===== src/rtl/pipe_ctrl_pkg.sv =====
// Shared encodings for the pipeline control unit: stall bus, stall patterns, FSM states.
package pipe_ctrl_pkg;

  localparam int unsigned STALL_W = 6;
  localparam int unsigned WORD_W  = 32;

  localparam logic              RST_ENABLE = 1'b1;
  localparam logic [WORD_W-1:0] ZERO_WORD  = '0;

  // Bit order {wb, mem, ex, id, if, pc}
  typedef logic [STALL_W-1:0] stall_bus_t;

  localparam stall_bus_t STALL_NONE = 6'b000000;
  localparam stall_bus_t STALL_ID   = 6'b000111;
  localparam stall_bus_t STALL_EX   = 6'b001111;
  localparam stall_bus_t STALL_MEM  = 6'b011111;
  localparam stall_bus_t STALL_EXCP = 6'b011111;

  typedef enum logic [1:0] {
    ST_RUN   = 2'd0,
    ST_PEND  = 2'd1,
    ST_FLUSH = 2'd2
  } state_t;

endpackage


===== src/rtl/pipe_ctrl_sat_counter.sv =====
// Saturating up-counter with synchronous clear; holds at all-ones.
module pipe_ctrl_sat_counter
  import pipe_ctrl_pkg::*;
#(
  parameter int unsigned W = 8
) (
  input  logic         clk,
  input  logic         rst,
  input  logic         inc,
  input  logic         clr,
  output logic [W-1:0] q
);

  logic [W-1:0] r_q;

  // Count up on inc, stop at all-ones; clr wins over inc
  always_ff @(posedge clk) begin
    if (rst == RST_ENABLE) begin
      r_q <= '0;
    end else if (clr) begin
      r_q <= '0;
    end else if (inc && (r_q != {W{1'b1}})) begin
      r_q <= r_q + W'(1);
    end
  end

  assign q = r_q;

endmodule


===== src/rtl/pipe_ctrl.sv =====
// Pipeline control: stall merge, exception flush sequencing, stall counter and watchdog.
module pipe_ctrl
  import pipe_ctrl_pkg::*;
#(
  parameter int unsigned STALL_TIMEOUT = 1024,
  parameter int unsigned CNT_W         = 32
) (
  input  logic              clk,
  input  logic              rst,
  input  logic              stallreq_id,
  input  logic              stallreq_ex,
  input  logic              stallreq_mem,
  input  logic              excp_req,
  input  logic [WORD_W-1:0] excp_handler,
  output stall_bus_t        stall,
  output logic              flush,
  output logic [WORD_W-1:0] new_pc,
  output logic [CNT_W-1:0]  stall_cnt,
  output logic              stall_timeout
);

  localparam int unsigned RUN_W = $clog2(STALL_TIMEOUT + 1);

  state_t            r_state;
  logic              r_flush;
  logic [WORD_W-1:0] r_new_pc;
  logic              r_timeout;
  stall_bus_t        w_req;
  stall_bus_t        w_stall;
  logic [RUN_W-1:0]  w_run_cnt;

  // Priority merge of the stage stall requests (mem > ex > id)
  always_comb begin
    w_req = STALL_NONE;
    if (stallreq_mem) begin
      w_req = STALL_MEM;
    end else if (stallreq_ex) begin
      w_req = STALL_EX;
    end else if (stallreq_id) begin
      w_req = STALL_ID;
    end
  end

  // Stall vector: zero-latency, overridden by the exception sequence
  always_comb begin
    w_stall = STALL_NONE;
    if (rst != RST_ENABLE) begin
      case (r_state)
        ST_RUN:   w_stall = excp_req ? STALL_EXCP : w_req;
        ST_PEND:  w_stall = STALL_EXCP;
        ST_FLUSH: w_stall = STALL_NONE;
        default:  w_stall = STALL_NONE;
      endcase
    end
  end

  // Exception FSM: latch handler, wait for MEM idle, one-cycle flush
  always_ff @(posedge clk) begin
    if (rst == RST_ENABLE) begin
      r_state  <= ST_RUN;
      r_flush  <= 1'b0;
      r_new_pc <= ZERO_WORD;
    end else begin
      r_flush <= 1'b0;
      case (r_state)
        ST_RUN: begin
          if (excp_req) begin
            r_new_pc <= excp_handler;
            if (stallreq_mem) begin
              r_state <= ST_PEND;
            end else begin
              r_state <= ST_FLUSH;
              r_flush <= 1'b1;
            end
          end
        end
        ST_PEND: begin
          if (!stallreq_mem) begin
            r_state <= ST_FLUSH;
            r_flush <= 1'b1;
          end
        end
        ST_FLUSH: r_state <= ST_RUN;
        default:  r_state <= ST_RUN;
      endcase
    end
  end

  // Total stalled-cycle performance counter
  pipe_ctrl_sat_counter #(.W(CNT_W)) u_stall_cnt (
    .clk (clk),
    .rst (rst),
    .inc (w_stall[0]),
    .clr (1'b0),
    .q   (stall_cnt)
  );

  // Consecutive stalled-cycle run length for the watchdog
  pipe_ctrl_sat_counter #(.W(RUN_W)) u_run_cnt (
    .clk (clk),
    .rst (rst),
    .inc (w_stall[0]),
    .clr (~w_stall[0]),
    .q   (w_run_cnt)
  );

  // Sticky watchdog: trips on the stalled cycle that completes the run
  always_ff @(posedge clk) begin
    if (rst == RST_ENABLE) begin
      r_timeout <= 1'b0;
    end else if (w_stall[0] && (w_run_cnt >= RUN_W'(STALL_TIMEOUT - 1))) begin
      r_timeout <= 1'b1;
    end
  end

  assign stall         = w_stall;
  assign flush         = r_flush;
  assign new_pc        = r_new_pc;
  assign stall_timeout = r_timeout;

endmodule


===== config.mk =====
export PLATFORM = sky130hd
export DESIGN_NAME = pipe_ctrl
export DESIGN_NICKNAME = d
export VERILOG_FILES = /design/src/rtl/pipe_ctrl_pkg.sv /design/src/rtl/pipe_ctrl_sat_counter.sv /design/src/rtl/pipe_ctrl.sv
export SDC_FILE = /design/constraint.sdc
export NUM_CORES = 1
export LEC_CHECK = 0
export CORE_ASPECT_RATIO = 0.75
export CORE_MARGIN = 2
export CORE_UTILIZATION = 39
export DETAILED_ROUTE_END_ITERATION = 10
export MAX_ROUTING_LAYER = met4
export PLACE_DENSITY = 0.78
export SYNTH_ARGS = -nofsm -noshare
export SYNTH_HDL_FRONTEND = slang
export SYNTH_SLANG_ARGS = --single-unit
export TNS_END_PERCENT = 10

===== constraint.sdc =====
create_clock -name clk -period 2.7 [get_ports clk]
set_clock_uncertainty 0.2 [all_clocks]
set_input_delay 0.54 -clock clk [delete_from_list [all_inputs] [get_ports clk]]
set_output_delay 0.54 -clock clk [all_outputs]
set_load 0.05 [all_outputs]

# After elaboration in Yosys (flattened, before gate mapping)
# Cells that the tools add are included.
dict set report word_totals {
  ramBits 0
  latchBits 0
  mem_bits_ro 0
  inputBits 38
  regBits 79
  mem_count 0
}
dict set report op_classes {
  mul 0
  reduce_logical 7
  bitwise 1
  n_shift 0
  magnitude_cmp 1
  n_mux 13
  add_sub_neg 2
  div_mod_pow 0
  eq_ne 5
}
# cell count
set ops {}
lappend ops {{adder 32 x 1 -> 32 bit, second input constant} 1}
lappend ops {{inequality test 32 bit, second input constant} 1}
lappend ops {{2-to-1 mux 6 bit} 3}
lappend ops {{one-hot mux 6 bit (2 select lines)} 1}
lappend ops {{adder 11 x 1 -> 11 bit, second input constant} 1}
lappend ops {{>= comparator 11 x 10 -> 1 bit, second input constant} 1}
lappend ops {{inequality test 11 bit, second input constant} 1}
lappend ops {{2-to-1 mux 2 bit} 3}
lappend ops {{2-to-1 mux 4 bit} 1}
lappend ops {{inequality test 2 bit, second input constant} 2}
lappend ops {{one-hot mux 2 bit (2 select lines)} 1}
lappend ops {{AND reduction 2 bit} 2}
lappend ops {{logical AND 1 bit} 3}
lappend ops {{2-to-1 mux 3 bit} 1}
lappend ops {{equality test 2 x 1 -> 1 bit, second input constant} 1}
lappend ops {{logical NOT 2 bit} 1}
lappend ops {{2-to-1 mux 1 bit} 2}
lappend ops {{one-hot mux 1 bit (2 select lines)} 1}
lappend ops {{OR reduction 2 bit} 1}
lappend ops {{inverter 1 bit} 1}

# Longest topological paths before layout
dict set report depth {
  depth_word 8
  depth_mapped 7
  depth_no_buf 6
}

# Modules after synthesis
# Synthesis repeated with hierarchy kept, for this count alone.
dict set report hier_totals {
  hier_cells 435
  hier_area_um2 3580.9
}
# module cells_each n_inst seq_area_each_um2 area_each_um2
set modules_own_cells {}
lappend modules_own_cells {{pipe_ctrl_sat_counter at u_stall_cnt} 198 1 640.6 1620.3}
lappend modules_own_cells {pipe_ctrl 167 1 720.7 1333.8}
lappend modules_own_cells {{pipe_ctrl_sat_counter at u_run_cnt} 70 1 220.2 626.9}

# Worst setup path before layout
# OpenSTA, ideal clock, no wires.
dict set report synth_path {
  path_type {flip-flop to flip-flop}
  start {register u_stall_cnt.r_q[0] (netlist: u_stall_cnt.q[0])}
  end {register u_stall_cnt.r_q[12] (netlist: u_stall_cnt.q[12])}
  slack_ps 204
  synth_period_minus_slack_ps 2496
  arrival_time_ps 2225
  setup_ps 70
  path_stages_with_launch 7
  path_cell_list {dfxtp_1 -> ha_1 -> nand4_1 -> a211oi_4 -> o31ai_4 -> or4_1 -> a21oi_1}
}
dict set report synth_via {
  elab_chain_len 2
  elab_cells_between_ends 3
  cone_classes {1 x add/sub; 1 x eq/ne; 1 x reduce/logical}
}
# item line
set synth_lines {}
lappend synth_lines {{start: declaration} pipe_ctrl_sat_counter.sv:14} ;# logic [W-1:0] r_q;
lappend synth_lines {{start signal: assignment} pipe_ctrl_sat_counter.sv:23} ;# r_q <= r_q + W'(1);
lappend synth_lines {{branches (longest 2 deep; another with adder 32 x 1 -> 32 bit)} --}
# Several ways; the timed one is not identified.
# A chain may end at the register's enable or synchronous reset.

# Worst setup path after layout
dict set report layout_path {
  start {input port stallreq_mem}
  end {output port stall[1]}
}
dict set report layout_via {
  elab_chain_len 4
}
# item line
set layout_lines {}
lappend layout_lines {{start: declaration} pipe_ctrl.sv:12} ;# input logic stallreq_mem,
lappend layout_lines {{2-to-1 mux 6 bit} pipe_ctrl.sv:35} ;# if (stallreq_mem) begin
lappend layout_lines {{2-to-1 mux 6 bit} pipe_ctrl.sv:49} ;# ST_RUN: w_stall = excp_req ? STALL_EXCP : w_req;
lappend layout_lines {{one-hot mux 6 bit (2 select lines)} pipe_ctrl.sv:48} ;# case (r_state)
lappend layout_lines {{2-to-1 mux 6 bit} pipe_ctrl.sv:47} ;# if (rst != RST_ENABLE) begin
lappend layout_lines {{end: declaration} pipe_ctrl.sv:15} ;# output stall_bus_t stall,
# Every way passes these cells.

==> impl_metrics.py <==
metrics = {
    "power": {
        "power_mw": 2.84,
        "p_per_area_nw_per_um2": 563,
        "combPwrFrac_pct": 14.5,
        "power.switching_mw": 0.736,
        "seq_power_share_pct": 43.3,
        "cellLeakagePower_nw": 1.77,
        "pwr-share-clk_pct": 42.2,
        "ir_worst_vdd_uv": 378,
        "internal_power_mw": 2.10,
        "switching_share_pct": 25.9,
    },
    "synth": {
        "syn_nets": 461,
        "async_flop_share_pct": 0,
        "syn_area_um2": 3500,
        "yosysSeqAreaShare_pct": 45.2,
        "yosys_warnings": 0,
        "synth_area_leaders": "dfxtp_1, a21oi_1, nand2_1",
        "netlist_instances": 421,
        "synth_edf_count": 0,
        "synth_seq_cells": 79,
        "synth_top_area_cell": "dfxtp_1",
        "syn_area_per_cell_um2": 8.31,
        "ys_types": 51,
        "synthFlopType": "dfxtp_1",
        "synth_top_area_share_pct": 45.2,
    },
    "cts": {
        "h-tree-depth": 3,
        "cts_sinks": 79,
        "root_buffer": "clkbuf_16",
        "cts_hold_buf": 0,
        "clock_path_buffers": 2,
        "clk_pin_slew_ns": 0.06,
        "clock_latency_ns": 0.33,
        "cts_buffers": 9,
        "cts_tree": "done",
    },
    "global_route": {
        "grt_max_degree": 65,
        "track_usage_pct": 19.5,
        "grt_pass1_vias": 3093,
        "gr-total-overflow": 0,
        "grt_first_pass_wirelength_um": 15000,
        "antenna_found_initial": 0,
    },
    "run": {
        "cap_violations": 0,
    },
    "timing": {
        "tightest_slew_ns": 0.655,
        "setup_viol": 0,
        "setup-tns-final_ns": 0,
        "layout_min_cycle_time_ns": 2.64,
        "hold_viol_final": 0,
        "finalMaxSlewViolations": 0,
        "slew_headroom_pct": 56.3,
        "fmax_mhz": 379,
        "fin_ws_ns": 0.0609,
        "rsz0062_at_grt": "no",
        "post-route-period-util_pct": 97.7,
    },
    "hold_path": {
        "whs_path_depth": 2,
        "hp-start": "new_pc[29]",
        "worstHoldPathType": "flip-flop to flip-flop",
        "min_to": "new_pc[29]",
    },
    "die": {
        "die_w_um": 113,
        "initial_core_util_pct": 40.7,
        "fp-row-count": 29,
        "die-area_um2": 9750,
        "die_y_um": 86.0,
        "core_um2": 8600,
        "io-pin-count": 110,
    },
    "place": {
        "dp_slack_ns": -0.0639,
        "io_buffers": 108,
        "hpwl_um": 6770,
        "gp_congestion": 0.842,
    },
    "finish": {
        "nNetsFinal": 569,
        "utilization_pct": 58.6,
        "drive_above_1_share_pct": 8.80,
        "area_growth_pct": 44.0,
        "diodes": 0,
        "fillCellCount": 743,
    },
    "worst_setup_path": {
        "endpoint_kind": "output port",
        "reg2reg_from": "u_stall_cnt.q[0]",
        "r2r-end": "u_stall_cnt.q[6]",
        "worstPathArrival_ns": 1.90,
        "path_max_fanout": 4,
        "crit_type": "primary input to output port",
        "critPathLaunchType": "primary input",
        "r2r_slack_ns": 0.22,
        "cp.required_ns": 1.96,
        "worstRegToRegCells": 7,
    },
    "detailed_routing": {
        "routed_wl_um": 9470,
        "via_per_inst": 5.36,
        "routedWlPerCell_um": 14.8,
        "firstDrtPassIters": 5,
        "via_count": 3440,
        "detail-route-antenna-nets": 0,
        "drt-initial-drc-count": 274,
        "drc": 0,
    },
    "status": {
        "status": "complete, no violations",
    },
}
[sequential cells by signal, summed over array words and instances (netlist names)]
signal         flops
flush              1
new_pc            32
r_state            2
stall_timeout      1
u_stall_cnt.q     32
u_run_cnt.q       11
[layout by cell type, fill, tap and decap left out, types with 5 or more instances in the layout]
cell             count
clkdlybuf4s50_1    101
nand2_1             77
or4_1                7
or3_1               16
a21oi_1             58
o21ai_1              6
xor2_1               6
nor3_1               6
buf_4               16
dfxtp_1             79
and3_1               5
clkbuf_16            9
o21ai_0             12
nand3_1             18
o31ai_1              6
and2_1               5
and4_1               5
inv_1                9
nand4_1              9
nor2_1              24
[cells in the mapped netlist, types with 6 or more instances]
| cell | n |
|---|---|
| a21oi_1 | 58 |
| clkbuf_1 | 15 |
| dfxtp_1 | 79 |
| inv_1 | 9 |
| nand2_1 | 77 |
| nand3_1 | 18 |
| nand4_1 | 9 |
| nor2_1 | 24 |
| nor3_1 | 6 |
| o21ai_0 | 12 |
| o21ai_1 | 7 |
| o31ai_1 | 6 |
| or3_1 | 16 |
| or4_1 | 8 |
| xor2_1 | 6 |
[critical path, cell delays in order]
cell and delay, ns:
clkdlybuf4s50_1 0.42, or4_4 0.52, o21ai_4 0.18, inv_4 0.08, buf_8 0.15
[power groups by stage]
stage	sequential, mW	combinational, mW	clock, mW
after floorplan	1.36	0.133	0
after global placement	1.25	0.395	0
after detailed placement	1.25	0.401	0
after CTS	1.23	0.406	1.22
after global routing	1.23	0.436	1.27
final	1.23	0.411	1.20
[through the flow]
| stage | cell area, um^2 | hold WS, ns | cells |
|---|---|---|---|
| 2_1_floorplan | 3500 | 0.245 | 421 |
| 3_3_place_gp | 4690 | 0.238 | 625 |
| 3_5_place_dp | 4690 | 0.248 | 625 |
| 4_1_cts | 5010 | 0.256 | 641 |
| 5_1_grt | 5040 | 0.275 | 642 |
| 6_report | 5040 | 0.252 | 642 |
[how the worst max path moves through the flow]
stage	startpoint	endpoint	slack, ns	cells past startpoint
detailed placement	stallreq_ex	stall[1]	-0.06	5
global placement	stallreq_ex	stall[1]	-0.04	5
global route	stallreq_mem	stall[0]	0.001	5
floorplan	u_stall_cnt.q[0]	u_stall_cnt.q[12]	0.20	6
CTS	stallreq_ex	stall[1]	-0.02	5
finish	stallreq_mem	stall[1]	0.06	5
[metal layers]
layer  up-vias  global-route usage (%)  share of wire, %
met3        10                    5.30               5.9
met1      1599                    24.7                46
li1       1725                       -                 -
met2       106                    30.9                47
met4         0                    5.54               1.1
met5         -                       -                 0
[cell type report]
cell class | count | area, um^2 | share of cell area, %
multi-input combinational | 306 | 1770 | 35.1
sequential | 79 | 1580 | 31.4
timing repair buffer | 123 | 1210 | 24.1
clock buffer | 11 | 243 | 4.82
tap | 108 | 135 | 2.68
clock inverter | 5 | 57.6 | 1.14
inverter | 10 | 40.0 | 0.794
[repair_timing]
action / in CTS / in global routing
setup endpoints to repair: 3 / 3
setup buffers: 0 / 1
pin swaps: 1 / 2
resized for setup: 3 / 8
[cell families after synthesis]
| family | count (synthesis) | share of synthesized area (%) |
|---|---|---|
| simple gates | 186 | 27.1 |
| other cells | 1 | 0.107 |
| fa+ha+maj | 2 | 0.715 |
| mux | 3 | 0.894 |
| flops | 79 | 45.2 |
| compound gates | 105 | 19.1 |
| xor+xnor | 9 | 2.25 |
| buf+inv | 36 | 4.65 |
No activity file was read; power rests on OpenSTA's default activity.
